`src/rtl/uart_arb_pkg.sv`:
```
// Shared types and helpers for the UART transmit arbiter and its round-robin finder.
// Index helpers work for any requester count, including counts that are not a power of two.
package uart_arb_pkg;

  typedef enum logic {IDLE, OWN} arb_state_t;

  localparam int unsigned IDLE_TIMEOUT_DEFAULT = 1302;
  localparam int unsigned N_REQ_MAX            = 8;

  // Width of a grant index for n requesters; never narrower than one bit.
  function automatic int unsigned idx_width(input int unsigned n);
    return (n < 2) ? 1 : $clog2(n);
  endfunction

  // Widest grant index any arbiter built from this package can need.
  typedef logic [$clog2(N_REQ_MAX)-1:0] grant_idx_max_t;

  function automatic int unsigned rr_next(input int unsigned base,
                                          input int unsigned off,
                                          input int unsigned n);
    return (base + off) % n;
  endfunction

endpackage

```
`src/rtl/uart_tx_arbiter_rr_pick.sv`:
```
// Combinational round-robin finder: first valid index after `last`, with wrap.
// Kept free of arbiter state so the loader arbiter can reuse it.
module rr_pick
  import uart_arb_pkg::*;
#(
  parameter int unsigned N_REQ = 2,
  parameter int unsigned IW    = idx_width(N_REQ)
) (
  input  logic [N_REQ-1:0] valid,
  input  logic [IW-1:0]    last,
  output logic             found,
  output logic [IW-1:0]    idx
);

  logic [IW-1:0] cand;

  // Scan farthest offset first so the nearest valid index wins the final write.
  always_comb begin
    found = 1'b0;
    idx   = last;
    cand  = '0;
    for (int k = N_REQ; k >= 1; k--) begin
      cand = IW'(rr_next(32'(last), 32'(k), N_REQ));
      if (valid[cand]) begin
        found = 1'b1;
        idx   = cand;
      end
    end
  end

endmodule

```
`src/rtl/uart_tx_arbiter.sv`:
```
// Round-robin owner of the single UART transmitter; packets stay contiguous,
// ownership is bounded by a burst limit and an owner idle timeout.
//
// state | meaning
// IDLE  | no owner; pick next requester round-robin from last_owner+1
// OWN   | owner's bytes flow into the output register until last/burst/timeout
module uart_tx_arbiter
  import uart_arb_pkg::*;
#(
  parameter int unsigned N_REQ        = 2,
  parameter int unsigned MAX_BURST    = 16,
  parameter int unsigned IDLE_TIMEOUT = IDLE_TIMEOUT_DEFAULT
) (
  input  logic                       clk,
  input  logic                       reset_n,
  input  logic [N_REQ-1:0]           req_valid,
  input  logic [N_REQ-1:0][7:0]      req_data,
  input  logic [N_REQ-1:0]           req_last,
  output logic [N_REQ-1:0]           req_ready,
  output logic                       tx_valid,
  output logic [7:0]                 tx_data,
  input  logic                       tx_ready,
  output logic [$clog2(N_REQ)-1:0]   grant_id,
  output logic                       busy
);

  localparam int unsigned IW = idx_width(N_REQ);
  localparam int unsigned BW = $clog2(MAX_BURST + 1);
  localparam int unsigned TW = $clog2(IDLE_TIMEOUT + 1);

  typedef logic [IW-1:0] grant_idx_t;

  arb_state_t    state;
  grant_idx_t    owner;
  grant_idx_t    last_owner;
  grant_idx_t    pick_idx;
  logic          pick_found;
  logic [BW-1:0] burst_cnt;
  logic [BW-1:0] burst_next;
  logic [TW-1:0] idle_cnt;
  logic [TW-1:0] idle_next;
  logic          owner_valid;
  logic          owner_last;
  logic [7:0]    owner_data;
  logic          can_take;
  logic          accept;
  logic          release_now;

  rr_pick #(
    .N_REQ (N_REQ),
    .IW    (IW)
  ) u_rr_pick (
    .valid (req_valid),
    .last  (last_owner),
    .found (pick_found),
    .idx   (pick_idx)
  );

  assign owner_valid = req_valid[owner];
  assign owner_last  = req_last[owner];
  assign owner_data  = req_data[owner];

  // The output register can take a byte when empty or draining this cycle.
  assign can_take = !tx_valid || tx_ready;
  assign accept   = (state == OWN) && owner_valid && can_take;

  assign burst_next = (burst_cnt == BW'(MAX_BURST)) ? burst_cnt : burst_cnt + BW'(1);
  assign idle_next  = (idle_cnt == TW'(IDLE_TIMEOUT)) ? idle_cnt : idle_cnt + TW'(1);

  // Idle counting only advances while the owner has nothing to offer.
  assign release_now = (state == OWN) &&
                       ((accept && (owner_last || (burst_next == BW'(MAX_BURST)))) ||
                        (!owner_valid && (idle_next == TW'(IDLE_TIMEOUT))));

  always_comb begin
    req_ready = '0;
    if ((state == OWN) && can_take) begin
      req_ready[owner] = 1'b1;
    end
  end

  assign grant_id = owner;
  assign busy     = (state == OWN) || tx_valid;

  always_ff @(posedge clk or negedge reset_n) begin
    if (!reset_n) begin
      state      <= IDLE;
      owner      <= '0;
      last_owner <= grant_idx_t'(N_REQ - 1);
      burst_cnt  <= '0;
      idle_cnt   <= '0;
      tx_valid   <= 1'b0;
      tx_data    <= 8'h00;
    end else begin
      if (accept) begin
        tx_data  <= owner_data;
        tx_valid <= 1'b1;
      end else if (tx_ready) begin
        tx_valid <= 1'b0;
      end

      case (state)
        IDLE: begin
          if (pick_found) begin
            owner      <= pick_idx;
            last_owner <= pick_idx;
            burst_cnt  <= '0;
            idle_cnt   <= '0;
            state      <= OWN;
          end
        end
        OWN: begin
          if (accept) begin
            burst_cnt <= burst_next;
            idle_cnt  <= '0;
          end else if (!owner_valid) begin
            idle_cnt <= idle_next;
          end
          // A pending last byte may still sit in tx_data; the next grant does not wait for it.
          if (release_now) begin
            state <= IDLE;
          end
        end
        default: state <= IDLE;
      endcase
    end
  end

endmodule

```
`config.mk`:
```
export PLATFORM = sky130hd
export DESIGN_NAME = uart_tx_arbiter
export DESIGN_NICKNAME = d
export VERILOG_FILES = /design/src/rtl/uart_arb_pkg.sv /design/src/rtl/uart_tx_arbiter_rr_pick.sv /design/src/rtl/uart_tx_arbiter.sv
export SDC_FILE = /design/constraint.sdc
export NUM_CORES = 1
export LEC_CHECK = 0
export CORE_ASPECT_RATIO = 0.75
export CORE_MARGIN = 2
export CORE_UTILIZATION = 45
export DETAILED_ROUTE_END_ITERATION = 6
export PLACE_DENSITY = 0.72
export SYNTH_ARGS = -nofsm -noshare
export SYNTH_HDL_FRONTEND = slang
export SYNTH_HIERARCHICAL = 1
export SYNTH_SLANG_ARGS = --single-unit
export TNS_END_PERCENT = 10
```
`constraint.sdc`:
```
create_clock -name clk -period 3.7 [get_ports clk]
set_clock_uncertainty 0.1 [all_clocks]
set_input_delay 0.37 -clock clk [delete_from_list [all_inputs] [get_ports clk]]
set_output_delay 0.37 -clock clk [all_outputs]
set_load 0.01 [all_outputs]
```
==> results.cfg, run 1 <==
[cts]
tritoncts = built
clk_latency_ns = 0.28
max-clock-path-buffers = 2
cts_resized = 0
cts_max_level = 1
ctsHoldBuffers = 0
cts_setup_buffers = 0
clk_pin_slew_worst_paths_ns = 0.10
root_buffer = clkbuf_8
cts_sinks = 28
cts_made_buffers = 3

[setup_path]
start_kind = register
worstPathArrival_ns = 2.42
critPathMaxFanout = 23
path_class = reg2reg
end_kind = register
cp_data_required_time_ns = 3.77

[final_layout]
insertedDiodeCount = 0
finalNonFillerCells = 278
syn_to_final_growth_pct = 26.0
fin_nets = 254
final_util = 0.588
fillers = 333
final_layout_size_suffix_gt1_frac = 0.0531

[flow_run]
max-cap-violations = 0

[floorplan]
die_area_um2 = 4310
die_x_um = 75.2
fp-row-count = 19
core-area_um2 = 3660
fp.dieH_um = 57.4
pin_count = 36
start_util = 0.467

[synth]
synth_nets = 224
synthTopCellsByArea = dfrtp_1 40%, o21ai_0 9.1%, mux2i_1 5.9%
avgSynthCellArea_um2 = 8.68
yosys_warnings = 6
synth_edf_count = 0
synthFlopType = dfrtp_1
synth.distinct_cells = 44
yosysTopAreaCell = dfrtp_1
synth_top_area_frac = 0.395
ys_async_sr_fraction = 1.00
synth_seq_area_share = 0.411
synth-seq-cells = 28
syn_area_um2 = 1710
syn-instance-count = 197

[power_and_ir_drop]
ir_drop_v = 0.000349
p_leak_nw = 0.884
pwr_density_cell_nw_per_um2 = 635
power_mw = 1.37

[sta]
rsz0062_at_grt = no
slew_viol_final = 0
setup_tns_ns = 0
tightest_slew_ns = 0.639
max_freq_mhz = 425
fin_crit_ns = 2.35
post-route-period-util = 0.636
setup_viol = 0
hold_viol = 0
relSlewSlack = 0.574

[route]
route.vias.total = 1486
top_layer = met4
drc_errors = 0
wl_um = 3660
dr.first_iter.drc_count = 145
wl_met2_um = 1470
wl_per_cell_um = 13.2
wl_met3_um = 181
avgViaCountPerCell = 5.35
postRouteAntennaNets = 0
wl_met1_um = 1990
dr.pass1.iters = 4

[run_status]
outcome = finished clean

[global_route]
grt_max_degree = 29
grt_usage = 0.181
grt_first_pass_wirelength_um = 6080
grt_pass1_vias = 1284
overflow = 0
antenna_found_initial = 0

[placement]
gp_congestion = 0.791
placedCellCount = 274
portBuffers = 35
hpwl_um = 2690

[hold_path]
hp-class = in2async
-- path summary, 6_finish.rpt --
kind                            start  depth (start not counted)          end  slack (ns)
max reg2reg                  grant_id                          5        state        1.35
min                           reset_n                          2  idle_cnt[4]        0.36
min reg2reg                last_owner                          2   last_owner        0.37
max                          grant_id                          5        state        1.35
min in group clk           last_owner                          2   last_owner        0.37
max in group asynchronous     reset_n                          2   last_owner        2.84
-- report_power, final --
group / internal [mW] / switching, mW
sequential: 0.399 / 0.113
combinational: 0.311 / 0.302
clock: 0.145 / 0.0972
-- cell usage after synthesis, types with 2 or more instances --
cell type,count
xor2_1,3
nor3_1,4
nor2b_1,2
a21oi_1,5
a31oi_1,3
clkbuf_1,6
o41ai_1,2
nand2_1,25
nand4_1,5
xnor2_1,2
nor3b_1,2
dfrtp_1,27
and2_1,3
o31ai_1,4
buf_2,4
inv_1,5
nor2_1,14
mux2i_1,10
a211oi_1,2
nand3_1,10
and3_1,2
o21ai_0,31
ha_1,4
nand2b_1,2
-- per-stage QoR --
step	worst slack, ns	instance area, um^2	hold slack, ns
6_report	1.35	2150	0.359
4_1_cts	1.32	2150	0.370
2_1_floorplan	1.79	1710	-0.0256
5_1_grt	1.18	2150	0.382
3_3_place_gp	1.34	2080	0.359
3_5_place_dp	1.31	2080	0.359
-- cells by family (layout without fill, tap and decap cells) --
family	Yosys count	in the layout	synth area share
compound gates	52	52	0.178
xor+xnor	5	5	0.0256
fa+ha+maj	4	4	0.0293
buf+inv	16	45	0.0403
flops	28	28	0.411
mux	12	12	0.0732
simple gates	80	80	0.243
-- layout by cell type (no fill, tap or decap), types with 2 or more instances in the layout --
cell	netlist	final
nand4_1	5	5
nor3b_1	2	2
nand2b_1	2	2
o21ai_0	31	31
a211oi_1	2	2
a21oi_1	5	5
nor3_1	4	4
o31ai_1	4	4
nor2_1	14	14
nand3_1	10	10
o41ai_1	2	2
nand2_1	25	25
dfrtp_1	27	27
and3_1	2	2
and2_1	3	3
mux2i_1	10	10
xor2_1	3	3
nor2b_1	2	2
ha_1	4	4
a31oi_1	3	3
clkdlybuf4s50_1	0	35
inv_1	5	5
clkbuf_8	0	3
xnor2_1	2	2
-- registers in the layout, summed over array words and instances, names as in the netlist --
name        cells
last_owner      1
idle_cnt       11
tx_valid        1
burst_cnt       5
grant_id        1
state           1
tx_data         8
-- routing by layer --
layer	global-route usage	vias to the layer above
met5	0	-
met4	0.0226	0
met3	0.0477	2
met2	0.248	32
met1	0.293	677
li1	-	775
-- worst max-delay path: stages (launching register included) --
cell and delay (ns):
dfrtp_1 0.77, mux2i_2 0.23, or3_4 0.48, or3_1 0.39, o31ai_1 0.20, a31oi_1 0.07
-- cell type report --
type | instances | area [um^2] | area share
multi-input combinational | 153 | 938 | 0.436
sequential | 28 | 702 | 0.326
timing repair buffer | 36 | 358 | 0.166
tap | 52 | 65.1 | 0.0302
clock buffer | 3 | 41.3 | 0.0192
clock inverter | 1 | 30.0 | 0.0139
inverter | 5 | 18.8 | 0.00872
Power figures use the tool's default switching activity.
==> run 2, diff against run 1 <==
==> constraint.sdc (replaced) <==
create_clock -name clk -period 2.3 [get_ports clk]
set_clock_uncertainty 0.1 [all_clocks]
set_input_delay 0.23 -clock clk [delete_from_list [all_inputs] [get_ports clk]]
set_output_delay 0.23 -clock clk [all_outputs]
set_load 0.01 [all_outputs]
==> run 2 against run 1 <==
Net effect:
- worst setup slack lost 1.0 ns
- sequential cell count stayed put
- routed wire length up 3.0%
- first-iteration DRC count down 14%
- via count increased by 1.3%
- hold slack got worse by 0.13 ns
- power grew 58%
- utilization grew 0.51 points
- sequential power grew 53%
- fmax up 20%
- critical path depth up 2
- highest routed layer unchanged
==> results.cfg, run 2 (same netlist as run 1, synthesis figures left out) <==
[global_route]
grt_usage = 0.185
grt_max_degree = 29
overflow = 0
antenna_found_initial = 0
grt_first_pass_wirelength_um = 6180
grt_pass1_vias = 1291

[run_status]
outcome = finished clean

[sta]
hold_ws_ns = 0.226
fin_crit_ns = 1.97
setup_tns_ns = 0
relSlewSlack = 0.710
tightest_slew_ns = 0.434
setup_viol = 0
post-route-period-util = 0.856
hold_viol = 0
slew_viol_final = 0
rsz0062_at_grt = no
max_freq_mhz = 508

[power_and_ir_drop]
power.switching_mw = 0.837
p_clk_frac = 0.140
swShare = 0.386
ir_drop_v = 0.000575
p_int_mw = 1.33
seq_power_share = 0.362
p_leak_nw = 0.896
power_mw = 2.17
pwr_density_cell_nw_per_um2 = 998
comb_power_share = 0.498

[final_layout]
regMostFlops = idle_cnt
largest_reg_flops = 11
final_layout_size_suffix_gt1_frac = 0.0739
final_cell_mix = 35 x clkdlybuf4s50_1, 31 x o21ai_0, 27 x dfrtp_1, 25 x nand2_1, 14 x nor2_1
mostFrequentLayoutCell = clkdlybuf4s50_1
design_area_um2 = 2170
largestRegisters = idle_cnt x11, tx_data x8, burst_cnt x5
syn_to_final_growth_pct = 27.1
fin_nets = 258
insertedDiodeCount = 0

[cts]
clk_pin_slew_worst_paths_ns = 0.09
clk_latency_ns = 0.27
root_buffer = clkbuf_8
max-clock-path-buffers = 2
cts_made_buffers = 3
cts_max_level = 1
cts_setup_buffers = 0
tritoncts = built
cts_sinks = 28

[route]
wl_per_cell_um = 13.4
postRouteAntennaNets = 0
drc_errors = 0
dr.pass1.iters = 4
route.vias.total = 1505
avgViaCountPerCell = 5.34
wl_um = 3770
dr.first_iter.drc_count = 125

[placement]
placed_cell_area_um2 = 2110
portBuffers = 35
hpwl_um = 2780
gp_congestion = 0.796

[flow_run]
max-cap-violations = 0

[floorplan]
die_x_um = 75.2
fp.dieH_um = 57.4
fp-row-count = 19
start_util = 0.467
core-area_um2 = 3660
pin_count = 36
die_area_um2 = 4310

[hold_path]
hp-class = in2async

[setup_path]
cp_data_required_time_ns = 2.38
end_kind = register
start_kind = register
worstPathArrival_ns = 2.05
path_class = reg2reg
critPathMaxFanout = 9
## run 2: final cells by class
cell class | count | area [um^2]
clock buffer | 4 | 55.1
fill | 338 | 1490
inverter | 5 | 18.8
multi-input combinational | 153 | 943
sequential | 28 | 702
tap | 52 | 65.1
timing repair buffer | 40 | 388
## run 2: what timing repair did
| action | CTS | global route |
|---|---|---|
| setup endpoints to repair | 0 | 1 |
| gates resized for setup | 0 | 1 |
| hold buffers | 0 | 0 |
## run 2: layer usage
metal | vias to the layer above | part of all wire | GRT usage | routed length [um]
li1 | 778 | - | - | -
met1 | 694 | 0.54 | 0.303 | 2050
met2 | 31 | 0.40 | 0.251 | 1520
met3 | 2 | 0.047 | 0.0371 | 176
met4 | 0 | 0.0066 | 0.0376 | 25
met5 | - | 0 | 0 | 0
## run 2: power by group through the flow
| stage | clock (mW) | sequential [mW] | combinational [mW] |
|---|---|---|---|
| 2_1_floorplan | 0 | 0.795 | 0.650 |
| 3_3_place_gp | 0 | 0.790 | 1.06 |
| 3_5_place_dp | 0 | 0.793 | 1.08 |
| 4_1_cts | 0.316 | 0.783 | 1.09 |
| 5_1_grt | 0.335 | 0.811 | 1.20 |
| 6_report | 0.303 | 0.784 | 1.08 |
## run 2: through the flow
| step | setup WS (ns) | utilization | std cells |
|---|---|---|---|
| 5_1_grt | 0.157 | 0.593 | 282 |
| 2_1_floorplan | 0.391 | - | 197 |
| 4_1_cts | 0.298 | 0.592 | 282 |
| 3_3_place_gp | 0.236 | 0.577 | 278 |
| 3_5_place_dp | 0.202 | 0.577 | 278 |
| 6_report | 0.332 | 0.593 | 282 |
## run 2: worst paths after layout
path	startpoint	to	slack, ns	depth (start not counted)
min in group clk	last_owner	last_owner	0.38	2
hold / removal	reset_n	idle_cnt[3]	0.23	2
setup / recovery	idle_cnt[0]	idle_cnt[3]	0.33	7
setup reg to reg	idle_cnt[0]	idle_cnt[3]	0.33	7
max in group asynchronous	reset_n	last_owner	1.56	2
hold reg to reg	last_owner	last_owner	0.38	2
## run 2: worst max-delay path: stages (launching register included)
cell and delay [ns]:
dfrtp_1 0.47, inv_1 0.13, ha_1 0.15, nor4bb_1 0.30, nand3_1 0.27, a41oi_1 0.28, o21ai_0 0.10, o31ai_1 0.08
